[config.mk]
export PLATFORM = sky130hd
export DESIGN_NAME = execute_muldiv_unit_flat
export DESIGN_NICKNAME = d
export VERILOG_FILES = /design/src/rtl/execute_muldiv_unit_if.sv /design/src/rtl/execute_muldiv_unit.sv /design/src/flat_wrapper.sv
export SDC_FILE = /design/constraint.sdc
export NUM_CORES = 1
export LEC_CHECK = 0
export CAP_MARGIN = 10
export CELL_PAD_IN_SITES_DETAIL_PLACEMENT = 1
export CELL_PAD_IN_SITES_GLOBAL_PLACEMENT = 1
export CORE_MARGIN = 2
export CORE_UTILIZATION = 48
export DETAILED_ROUTE_END_ITERATION = 7
export PLACE_DENSITY = 0.95
export SKIP_LAST_GASP = 1
export SLEW_MARGIN = 20
export SYNTH_ARGS = -nofsm -noshare
export SYNTH_HDL_FRONTEND = slang
export SYNTH_SLANG_ARGS = --single-unit
[constraint.sdc]
create_clock -name iClk -period 5.7 [get_ports iClk]
set_input_delay 0.57 -clock iClk [delete_from_list [all_inputs] [get_ports iClk]]
set_output_delay 0.57 -clock iClk [all_outputs]
set_load 0.02 [all_outputs]
[src/rtl/execute_muldiv_unit_if.sv]
// Execute-stage M-extension bus: issue fields from the D->E register and
// forwarding network toward the unit, and stall/result signals back out.
interface execute_muldiv_unit_if #(
  parameter int XLEN = 32
);
  logic            iStartE;
  logic [2:0]      iFunct3E;
  logic [XLEN-1:0] iSrcAE;
  logic [XLEN-1:0] iSrcBE;
  logic [4:0]      iRdE;
  logic            iFlushE;
  logic            oBusyE;
  logic            oDoneE;
  logic [XLEN-1:0] oResultE;
  logic [4:0]      oRdE;

  // Pipeline side: issues ops and consumes the stall request and result
  modport master (
    output iStartE, iFunct3E, iSrcAE, iSrcBE, iRdE, iFlushE,
    input  oBusyE, oDoneE, oResultE, oRdE
  );

  // Unit side: the iterative multiply/divide engine
  modport slave (
    input  iStartE, iFunct3E, iSrcAE, iSrcBE, iRdE, iFlushE,
    output oBusyE, oDoneE, oResultE, oRdE
  );
endinterface

[src/rtl/execute_muldiv_unit.sv]
// Iterative RV32M multiply/divide unit for the Execute stage.
// One shared hi/lo shift register pair serves both the shift-add multiplier
// and the restoring divider, so every op takes the same number of cycles:
// accept, ITER iterations, one sign-fix cycle, then a one-cycle done pulse.
module execute_muldiv_unit #(
  parameter int XLEN = 32,
  parameter int ITER = 32
) (
  input logic                  iClk,
  input logic                  iRstN,
  execute_muldiv_unit_if.slave bus
);

  localparam int CW = $clog2(ITER);

  typedef enum logic [1:0] {IDLE, CALC, FIX, DONE} state_t;

  state_t          state;
  logic [CW-1:0]   count;
  logic [XLEN-1:0] hiReg;
  logic [XLEN-1:0] loReg;
  logic [XLEN-1:0] magB;
  logic [2:0]      opReg;
  logic            negRes;
  logic            negRem;
  logic            divZero;
  logic            divOvf;

  logic            aSigned;
  logic            bSigned;
  logic            inSignA;
  logic            inSignB;
  logic [XLEN-1:0] inMagA;
  logic [XLEN-1:0] inMagB;
  logic            inDivZero;
  logic            inOvf;

  logic [XLEN:0]   mulSum;
  logic [XLEN:0]   divShift;
  logic [XLEN:0]   divDiff;

  logic [2*XLEN-1:0] prod;
  logic [2*XLEN-1:0] prodFix;
  logic [XLEN-1:0]   quoFix;
  logic [XLEN-1:0]   remFix;
  logic [XLEN-1:0]   fixResult;

  // Decode operand signedness and magnitudes from the issue fields; only used on the accept edge
  always_comb begin
    aSigned = 1'b0;
    bSigned = 1'b0;
    case (bus.iFunct3E)
      3'b000, 3'b001, 3'b100, 3'b110: begin
        aSigned = 1'b1;
        bSigned = 1'b1;
      end
      3'b010: aSigned = 1'b1;
      default: ;
    endcase
    inSignA   = aSigned & bus.iSrcAE[XLEN-1];
    inSignB   = bSigned & bus.iSrcBE[XLEN-1];
    inMagA    = inSignA ? -bus.iSrcAE : bus.iSrcAE;
    inMagB    = inSignB ? -bus.iSrcBE : bus.iSrcBE;
    inDivZero = (bus.iSrcBE == '0);
    inOvf     = aSigned & bus.iFunct3E[2]
              & (bus.iSrcAE == {1'b1, {(XLEN-1){1'b0}}})
              & (bus.iSrcBE == '1);
  end

  // One iteration step of each algorithm on the shared hi/lo registers
  always_comb begin
    mulSum   = {1'b0, hiReg} + (loReg[0] ? {1'b0, magB} : '0);
    divShift = {hiReg, loReg[XLEN-1]};
    divDiff  = divShift - {1'b0, magB};
  end

  // Sign correction, half selection and RISC-V special cases applied in FIX.
  // A zero divisor leaves the dividend magnitude in hiReg, so REM/REMU by
  // zero naturally return A once the remainder sign (sign of A) is restored.
  always_comb begin
    prod    = {hiReg, loReg};
    prodFix = negRes ? -prod : prod;
    quoFix  = negRes ? -loReg : loReg;
    remFix  = negRem ? -hiReg : hiReg;
    case (opReg)
      3'b000:                 fixResult = prodFix[XLEN-1:0];
      3'b001, 3'b010, 3'b011: fixResult = prodFix[2*XLEN-1:XLEN];
      3'b100: begin
        if (divZero)     fixResult = '1;
        else if (divOvf) fixResult = {1'b1, {(XLEN-1){1'b0}}};
        else             fixResult = quoFix;
      end
      3'b101:                 fixResult = divZero ? '1 : quoFix;
      3'b110:                 fixResult = divOvf ? '0 : remFix;
      default:                fixResult = remFix;
    endcase
  end

  // Stall covers the issue cycle combinationally, then the whole CALC/FIX window
  assign bus.oBusyE = iRstN & ((state == IDLE & bus.iStartE & ~bus.iFlushE)
                               | state == CALC | state == FIX);

  // Control FSM with the shared datapath registers and registered outputs
  always_ff @(posedge iClk or negedge iRstN) begin
    if (!iRstN) begin
      state        <= IDLE;
      count        <= '0;
      hiReg        <= '0;
      loReg        <= '0;
      magB         <= '0;
      opReg        <= '0;
      negRes       <= 1'b0;
      negRem       <= 1'b0;
      divZero      <= 1'b0;
      divOvf       <= 1'b0;
      bus.oResultE <= '0;
      bus.oDoneE   <= 1'b0;
      bus.oRdE     <= '0;
    end else begin
      bus.oDoneE <= 1'b0;
      case (state)
        IDLE: begin
          if (bus.iStartE && !bus.iFlushE) begin
            hiReg    <= '0;
            loReg    <= inMagA;
            magB     <= inMagB;
            opReg    <= bus.iFunct3E;
            negRes   <= inSignA ^ inSignB;
            negRem   <= inSignA;
            divZero  <= inDivZero;
            divOvf   <= inOvf;
            bus.oRdE <= bus.iRdE;
            count    <= '0;
            state    <= CALC;
          end
        end
        CALC: begin
          if (bus.iFlushE) begin
            state <= IDLE;
          end else begin
            if (opReg[2]) begin
              if (!divDiff[XLEN]) begin
                hiReg <= divDiff[XLEN-1:0];
                loReg <= {loReg[XLEN-2:0], 1'b1};
              end else begin
                hiReg <= divShift[XLEN-1:0];
                loReg <= {loReg[XLEN-2:0], 1'b0};
              end
            end else begin
              hiReg <= mulSum[XLEN:1];
              loReg <= {mulSum[0], loReg[XLEN-1:1]};
            end
            if (count == CW'(ITER - 1)) begin
              state <= FIX;
            end else begin
              count <= count + 1'b1;
            end
          end
        end
        FIX: begin
          if (bus.iFlushE) begin
            state <= IDLE;
          end else begin
            bus.oResultE <= fixResult;
            bus.oDoneE   <= 1'b1;
            state        <= DONE;
          end
        end
        DONE: begin
          state <= IDLE;
        end
        default: begin
          state <= IDLE;
        end
      endcase
    end
  end

endmodule

[src/flat_wrapper.sv]
// flat-port wrapper written by rule: the top's interface ports become plain ports
module execute_muldiv_unit_flat 
#(
  parameter int XLEN = 32,
  parameter int ITER = 32
)
  (iClk, iRstN, bus_iStartE, bus_iFunct3E, bus_iSrcAE, bus_iSrcBE, bus_iRdE, bus_iFlushE, bus_oBusyE, bus_oDoneE, bus_oResultE, bus_oRdE);
  execute_muldiv_unit_if #(.XLEN(XLEN)) bus_i ();
  input logic iClk;
  input logic iRstN;
  input wire logic [$bits(bus_i.iStartE)-1:0] bus_iStartE;
  input wire logic [$bits(bus_i.iFunct3E)-1:0] bus_iFunct3E;
  input wire logic [$bits(bus_i.iSrcAE)-1:0] bus_iSrcAE;
  input wire logic [$bits(bus_i.iSrcBE)-1:0] bus_iSrcBE;
  input wire logic [$bits(bus_i.iRdE)-1:0] bus_iRdE;
  input wire logic [$bits(bus_i.iFlushE)-1:0] bus_iFlushE;
  output wire logic [$bits(bus_i.oBusyE)-1:0] bus_oBusyE;
  output wire logic [$bits(bus_i.oDoneE)-1:0] bus_oDoneE;
  output wire logic [$bits(bus_i.oResultE)-1:0] bus_oResultE;
  output wire logic [$bits(bus_i.oRdE)-1:0] bus_oRdE;
  assign bus_i.iStartE = bus_iStartE;
  assign bus_i.iFunct3E = bus_iFunct3E;
  assign bus_i.iSrcAE = bus_iSrcAE;
  assign bus_i.iSrcBE = bus_iSrcBE;
  assign bus_i.iRdE = bus_iRdE;
  assign bus_i.iFlushE = bus_iFlushE;
  assign bus_oBusyE = bus_i.oBusyE;
  assign bus_oDoneE = bus_i.oDoneE;
  assign bus_oResultE = bus_i.oResultE;
  assign bus_oRdE = bus_i.oRdE;
  execute_muldiv_unit #(.XLEN(XLEN), .ITER(ITER)) u_core (.iClk(iClk), .iRstN(iRstN), .bus(bus_i));
endmodule
# Word-level counts from Yosys, hierarchy flattened
# Cells that the tools add are included.
[totals]
ff_bits = 148
elab_cells = 102
inputBits = 76
output_inout_bits = 39
[classes]
add_sub_neg = 8
n_eq_ne = 20
n_reduce_logical = 15
bitwise_logic = 12
mux = 34
[ops]
columns = ["op", "n"]
rows = [
  ["2-to-1 mux 32 bit", 16],
  ["case mux 32 bit (5 select lines)", 1],
  ["negation 32 bit", 4],
  ["case mux 32 bit (2 select lines)", 2],
  ["equality test 32 bit, second input constant", 2],
  ["2-to-1 mux 64 bit", 1],
  ["negation 64 bit", 1],
  ["adder 32 x 33 -> 33 bit", 1],
  ["subtractor 33 x 32 -> 33 bit", 1],
  ["zero test 32 bit", 1],
  ["equality test 3 bit, second input constant", 5],
  ["2-to-1 mux 5 bit", 3],
  ["case mux 5 bit (2 select lines)", 1],
  ["equality test 3 x 2 -> 1 bit, second input constant", 3],
  ["bitwise AND 1 bit", 8],
  ["2-to-1 mux 2 bit", 4],
  ["case mux 2 bit (4 select lines)", 1],
  ["equality test 3 x 1 -> 1 bit, second input constant", 2],
  ["zero test 3 bit", 2],
  ["!= test 2 bit, second input constant", 3],
  ["AND reduction 2 bit", 3],
  ["adder 5 x 1 -> 5 bit, second input constant", 1],
  ["equality test 5 bit, second input constant", 1],
  ["2-to-1 mux 1 bit", 5],
  ["15 further kinds", 17],
]

# Longest topological paths before layout
[logic_depth]
ltp_word = 7
mapped_depth = 15
ltp_nobuf = 14

# Worst setup path before layout
# No wires, ideal clock.
[synth_path]
path_type = "reg2reg"
start = "register u_core.loReg[0]"
end = "register u_core.hiReg[28]"
n_path_buf = 1
setup_time_ns = 0.126
required_time_ns = 5.574
stages_incl_launch_ff = 15
setup_slack_ns = 2.157
t_arrival_ns = 3.417
period_less_slack_ns = 3.543
path_cell_list = "dfrtp_1 inv_1 clkbuf_1 nor2_1 ha_1 and4_1 o211ai_1 a31o_1 a21o_1 or3_1 a311o_1 o21ai_2 a31oi_1 xnor2_1 a221o_1"
[synth_via]
elab_chain_cells = 5
[synth_rtl]
columns = ["item", "line_no", "source"]
rows = [
  ["start, declared", "execute_muldiv_unit.sv:21", "logic [XLEN-1:0] loReg;"],
  ["start signal, assigned", "execute_muldiv_unit.sv:125", "loReg <= inMagA;"],
  ["start signal, assigned", "execute_muldiv_unit.sv:144", "loReg <= {loReg[XLEN-2:0], 1'b1};"],
  ["start signal, assigned", "execute_muldiv_unit.sv:147", "loReg <= {loReg[XLEN-2:0], 1'b0};"],
  ["2-to-1 mux 32 bit", "execute_muldiv_unit.sv:72", "mulSum = {1'b0, hiReg} + (loReg[0] ? {1'b0, magB} : '0);"],
  ["adder 32 x 33 -> 33 bit", "execute_muldiv_unit.sv:72", ""],
  ["2-to-1 mux 32 bit", "execute_muldiv_unit.sv:141", "if (opReg[2]) begin"],
  ["2-to-1 mux 32 bit", "execute_muldiv_unit.sv:138", "if (bus.iFlushE) begin"],
  ["case mux 32 bit (2 select lines)", "execute_muldiv_unit.sv:121", "case (state)"],
  ["end signal, assigned", "execute_muldiv_unit.sv:143", "hiReg <= divDiff[XLEN-1:0];"],
  ["end signal, assigned", "execute_muldiv_unit.sv:146", "hiReg <= divShift[XLEN-1:0];"],
  ["end signal, assigned", "execute_muldiv_unit.sv:150", "hiReg <= mulSum[XLEN:1];"],
  ["end, declared", "execute_muldiv_unit.sv:20", "logic [XLEN-1:0] hiReg;"],
]
# No other way between the ends. The select of a mux whose other input is x is not followed.
# A chain may end at the register's enable or synchronous reset.

# Final worst setup path
[layout_path]
start = "register u_core.loReg[31]"
end = "register u_core.hiReg[22]"
[layout_via]
elab_chain_cells = 5
[layout_rtl]
columns = ["item", "line_no", "source"]
rows = [
  ["subtractor 33 x 32 -> 33 bit", "execute_muldiv_unit.sv:74", "divDiff = divShift - {1'b0, magB};"],
  ["2-to-1 mux 32 bit", "execute_muldiv_unit.sv:142", "if (!divDiff[XLEN]) begin"],
  ["2-to-1 mux 32 bit", "execute_muldiv_unit.sv:141", ""],
  ["2-to-1 mux 32 bit", "execute_muldiv_unit.sv:138", ""],
  ["case mux 32 bit (2 select lines)", "execute_muldiv_unit.sv:121", ""],
]
# No other way between the ends. The select of a mux whose other input is x is not followed.

==> results <==
- The synthesized design contains roughly 150 register bits.
- The final number of max-transition violations is 0.
- The count of max-cap constraint violations is 0.
- The proportion of power drawn by combinational gates is 0.602.
- The worst slew margin relative to its limit is 0.2087.
- For this run, global-route usage on met2 was measured as 0.5878.
- The average wire per cell in the routed design is 24.88 µm.
- For this run, the register share of the synthesized area comes to 0.2636.
- The count of flip-flops with a built-in enable after synthesis is 0.
- The remaining number of nets flagged by the antenna check after routing is 0.
- In this run the cell area of the synthesized design comes to between 10,000 and 15,000 µm².
- The share of total power dissipated in sequential elements is 0.239.
- Setup repair after global routing left no endpoint under its margin.
- The share of post-route cells with drive strength above 1 is 0.04711.
- The placer's final routability congestion estimate is 0.9556.
- The count of standard-cell rows is 62.
- The largest individual stage delay along the critical path comes from the cell sky130_fd_sc_hd__xor2_4.
- The standard cell core area is roughly 29,000 µm².
- The internal power of the cells totals approximately 4.0 mW.
- The total global routing track utilization is 0.3575.
- After routing, the total negative slack on setup checks comes to 0 ns.
- Hold repair after CTS inserted 0 buffers.
- The signal on the critical path passes through inv_1 -> ha_1 -> fa_1 -> and2b_1 -> o31ai_1 -> a221oi_2 -> a31o_2 -> a21boi_2 -> o41ai_4 -> xor2_4 -> buf_4 -> mux2_2 -> a21oi_1 -> nor2_1.
- Clock latency on the worst-skew pair, taken at its later pin, is approximately 0.46 ns.
- Broken down by cell family, the worst path's largest delay share belongs to compound AO/OA/AOI/OAI gates.
- For this configuration, the core starts out at a cell density of 0.4881.
- In this run the clock root is driven by a sky130_fd_sc_hd__clkbuf_16.
- Timing would allow up to ~220 MHz.
- The detailed placement HPWL is roughly 38,000 µm.
- The final number of setup-violating endpoints is 0.
- The worst setup path is of the reg2reg kind.
- The Yosys step of the flow raised 0 warnings.
- The clock tree from TritonCTS is yes.
- After routing the design area is around 16,000 µm².
- After layout, the minimum clock period comes to 4.549 ns.
- The worst-margin pin slew is between 1 and 1.5 ns.
- The maximum number of pins on one net before global-route repair is 88.
- The peak supply drop is ~0.22 mV.
- The largest single stage delay on the critical path is between 0.7 and 0.8 ns.
- The maximum buffer depth of the clock tree is 2.
- The analysis attributes to net switching a power of about 4.2 mW.
- The number of clock sinks is between 100 and 150.
- The path category of the worst min-delay check is in2async.
- The cell area after placement is 15,370 µm².
- The number of top-level pins is about 120.
- The die covers approximately 31,000 µm².
- In the final design database the tool counted 2,025 nets.
- The most common flop cell mapped by yosys is sky130_fd_sc_hd__dfrtp_1.
- For this run, design rule violations remaining after detail routing come to 0.
- The top cell types in the final layout, fill and taps aside, are sky130_fd_sc_hd__nand2_1, sky130_fd_sc_hd__o21ai_0, sky130_fd_sc_hd__nor2_1.
- The nature of the critical path startpoint is a flip-flop.
- The CTS buffer count is 17.
- The net count of the mapped netlist is 1,994.
- In the finished design, the share of the clock period the worst path needs comes to 0.7980.
- A synthesized cell averages about 7.6 µm².
- STA classifies the critical path endpoint as a flip-flop.
- The power density over cell area is just over 500 nW/µm².
- For met3 alone, demand over resource in global routing was 0.06963.
- In this run the number of H-tree levels came out at 4.
- Synthesis instantiated 84 different standard cells from the library.
- The vertical die dimension is between 150 and 200 µm.
- The first routing iteration left 1,689 violations.
- The initial antenna violation count was 2.
- After synthesis, the cell types taking the most area are sky130_fd_sc_hd__dfrtp_1, sky130_fd_sc_hd__xnor2_1, sky130_fd_sc_hd__o21ai_0.
- The library cell used most frequently in the layout, excluding fill and tap cells, is sky130_fd_sc_hd__nand2_1.
- STA puts the critical path data arrival time at between 4 and 5 ns.
- The required arrival time at the worst endpoint is between 6 and 7 ns.
- The wire length of the first global-routing pass is slightly below 90,000 µm.
- The number of fill cells is around 3.5k.
- The final hold violation count is 0.
- Of all cell types, the one taking the most synthesized area is sky130_fd_sc_hd__dfrtp_1.
- The post-CTS resize count is 0.
- The largest driver fanout on the critical path is 24.
- Of the post-synthesis cell area, the dominant cell type holds 0.2636.
- During placement, the flow inserted port buffers numbering ~110.
- Global routing finished with a remaining overflow of 0.
- The count of mapped cells out of synthesis is approximately 1.8k.
- For met1 alone, demand over resource in global routing was 0.4468.
- The fraction of registers with async set or reset after synthesis is 1.000.
- The static leakage power is between 6 and 7 nW.
- Across all layers, the routed design uses around 15k vias.
- The total wire length after detailed routing is 56,590 µm.
- After detailed routing, the number of vias per cell comes to roughly 6.7.
- The switching part of the total power is 0.5134.
- The worst register-to-register path has a depth of 14.
- The number of global-route vias before repair is 15.85k.
- The clock network power share is 0.159.
- Counting both buffers and inverters, the worst setup path holds a total of 2.
- The global-route layer with the greatest usage is met2.
- The critical path runs through a total of 14 cells.
- The worst setup skew after layout is approximately 0.019 ns.
- The growth of design area from synthesis to finish is 14.25%.
- The number of setup buffers added after CTS is 0.
- Clock-pin slew was measured on the worst setup and hold paths at ~0.070 ns.
- The total iterations of the first detailed-routing run is 6.
- In this run the horizontal extent of the chip is around 180 µm.
- The flow ran to the end, and the final reports show no timing, DRC or antenna violations.
==> cell type report <==
cell class                      instances  area (µm²)  share of cell area
Clock inverter                         11       175.2             0.01091
Tap cell                              384       480.5             0.02993
Antenna cell                            1       2.502           0.0001559
Inverter                               70       262.8             0.01637
Sequential cell                       148        3706              0.2309
Clock buffer                           21       460.4             0.02869
Timing Repair Buffer                  133        1310             0.08162
Multi-Input combinational cell       1506        9653              0.6014
==> power by group through the flow <==
| stage | registers (mW) | logic [mW] | clock network, mW |
|---|---|---|---|
| CTS | 1.91 | 4.71 | 1.28 |
| global route | 1.95 | 5.26 | 1.33 |
| global placement | 1.88 | 4.41 | 0 |
| detailed placement | 1.91 | 4.60 | 0 |
| finish | 1.95 | 4.90 | 1.29 |
| floorplan | 1.57 | 3.56 | 0 |
==> kinds of logic after synthesis <==
| logic type | count (synthesis) | share of synthesized area |
|---|---|---|
| buffers and inverters | 191 | 0.05299 |
| DFF | 148 | 0.2636 |
| muxes | 62 | 0.04462 |
| xor gates and xnor gates | 194 | 0.1215 |
| and+or+nand+nor | 611 | 0.2036 |
| adders and majority gates | 73 | 0.06608 |
| AOI/OAI and AO/OA | 566 | 0.2476 |
==> registers in the layout, indices dropped and copies added, names as in the netlist <==
signal / flops
u_core.divZero: 1
u_core.bus.oRdE: 5
u_core.bus.oResultE: 32
u_core.divOvf: 1
u_core.negRem: 1
u_core.hiReg: 32
u_core.negRes: 1
u_core.state: 2
u_core.loReg: 32
u_core.opReg: 3
u_core.bus.oDoneE: 1
u_core.magB: 32
u_core.count: 5
==> layer usage <==
layer / vias to the layer above / share of wire
li1: 6639 / -
met1: 7405 / 0.39
met2: 889 / 0.46
met3: 268 / 0.091
met4: 2 / 0.055
met5: - / 0.00023
==> final timing paths <==
kind	to	slack [ns]	startpoint
max	u_core.hiReg[22]	1.15	u_core.loReg[31]
min in group iClk	u_core.magB[2]	0.49	u_core.magB[2]
min reg2reg	u_core.magB[2]	0.49	u_core.magB[2]
max in group asynchronous	u_core.negRes	4.09	iRstN
max reg2reg	u_core.hiReg[22]	1.15	u_core.loReg[31]
min	u_core.magB[20]	0.20	iRstN
==> metrics by stage <==
step | total power [mW] | hold WS (ns) | std cells | util | setup slack, ns
after global placement | 6.290 | 0.4579 | 2239 | 0.5341 | 1.388
final | 8.142 | 0.1969 | 2274 | 0.5577 | 1.152
after floorplan | 5.132 | 0.2744 | 1845 | - | 2.157
after global routing | 8.534 | 0.2547 | 2273 | 0.5576 | 0.9276
after detailed placement | 6.517 | 0.4723 | 2239 | 0.5341 | 1.265
after CTS | 7.904 | 0.2311 | 2271 | 0.5562 | 1.239
==> cells in the mapped netlist, types with 19 or more instances <==
cell type,n
sky130_fd_sc_hd__a21o_1,24
sky130_fd_sc_hd__a21oi_1,164
sky130_fd_sc_hd__a31oi_1,24
sky130_fd_sc_hd__clkbuf_1,103
sky130_fd_sc_hd__dfrtp_1,148
sky130_fd_sc_hd__ha_1,71
sky130_fd_sc_hd__inv_1,70
sky130_fd_sc_hd__mux2i_1,57
sky130_fd_sc_hd__nand2_1,235
sky130_fd_sc_hd__nand3_1,28
sky130_fd_sc_hd__nand4_1,22
sky130_fd_sc_hd__nor2_1,173
sky130_fd_sc_hd__nor3_1,25
sky130_fd_sc_hd__nor4_1,19
sky130_fd_sc_hd__o21ai_0,187
sky130_fd_sc_hd__o31ai_1,29
sky130_fd_sc_hd__xnor2_1,110
sky130_fd_sc_hd__xor2_1,83
==> worst register-to-register path: cells and delay by family, from the launching register on <==
kind                     cells  cell delay (ns)
AO/OA/AOI/OAI                6             1.46
XOR/XNOR                     1             0.76
adder cells (fa/ha/maj)      2             0.65
flip-flops                   1             0.46
buffers and inverters        2             0.45
multiplexers                 1             0.35
AND/OR/NAND/NOR              2             0.32
Power figures use the tool's default switching activity.
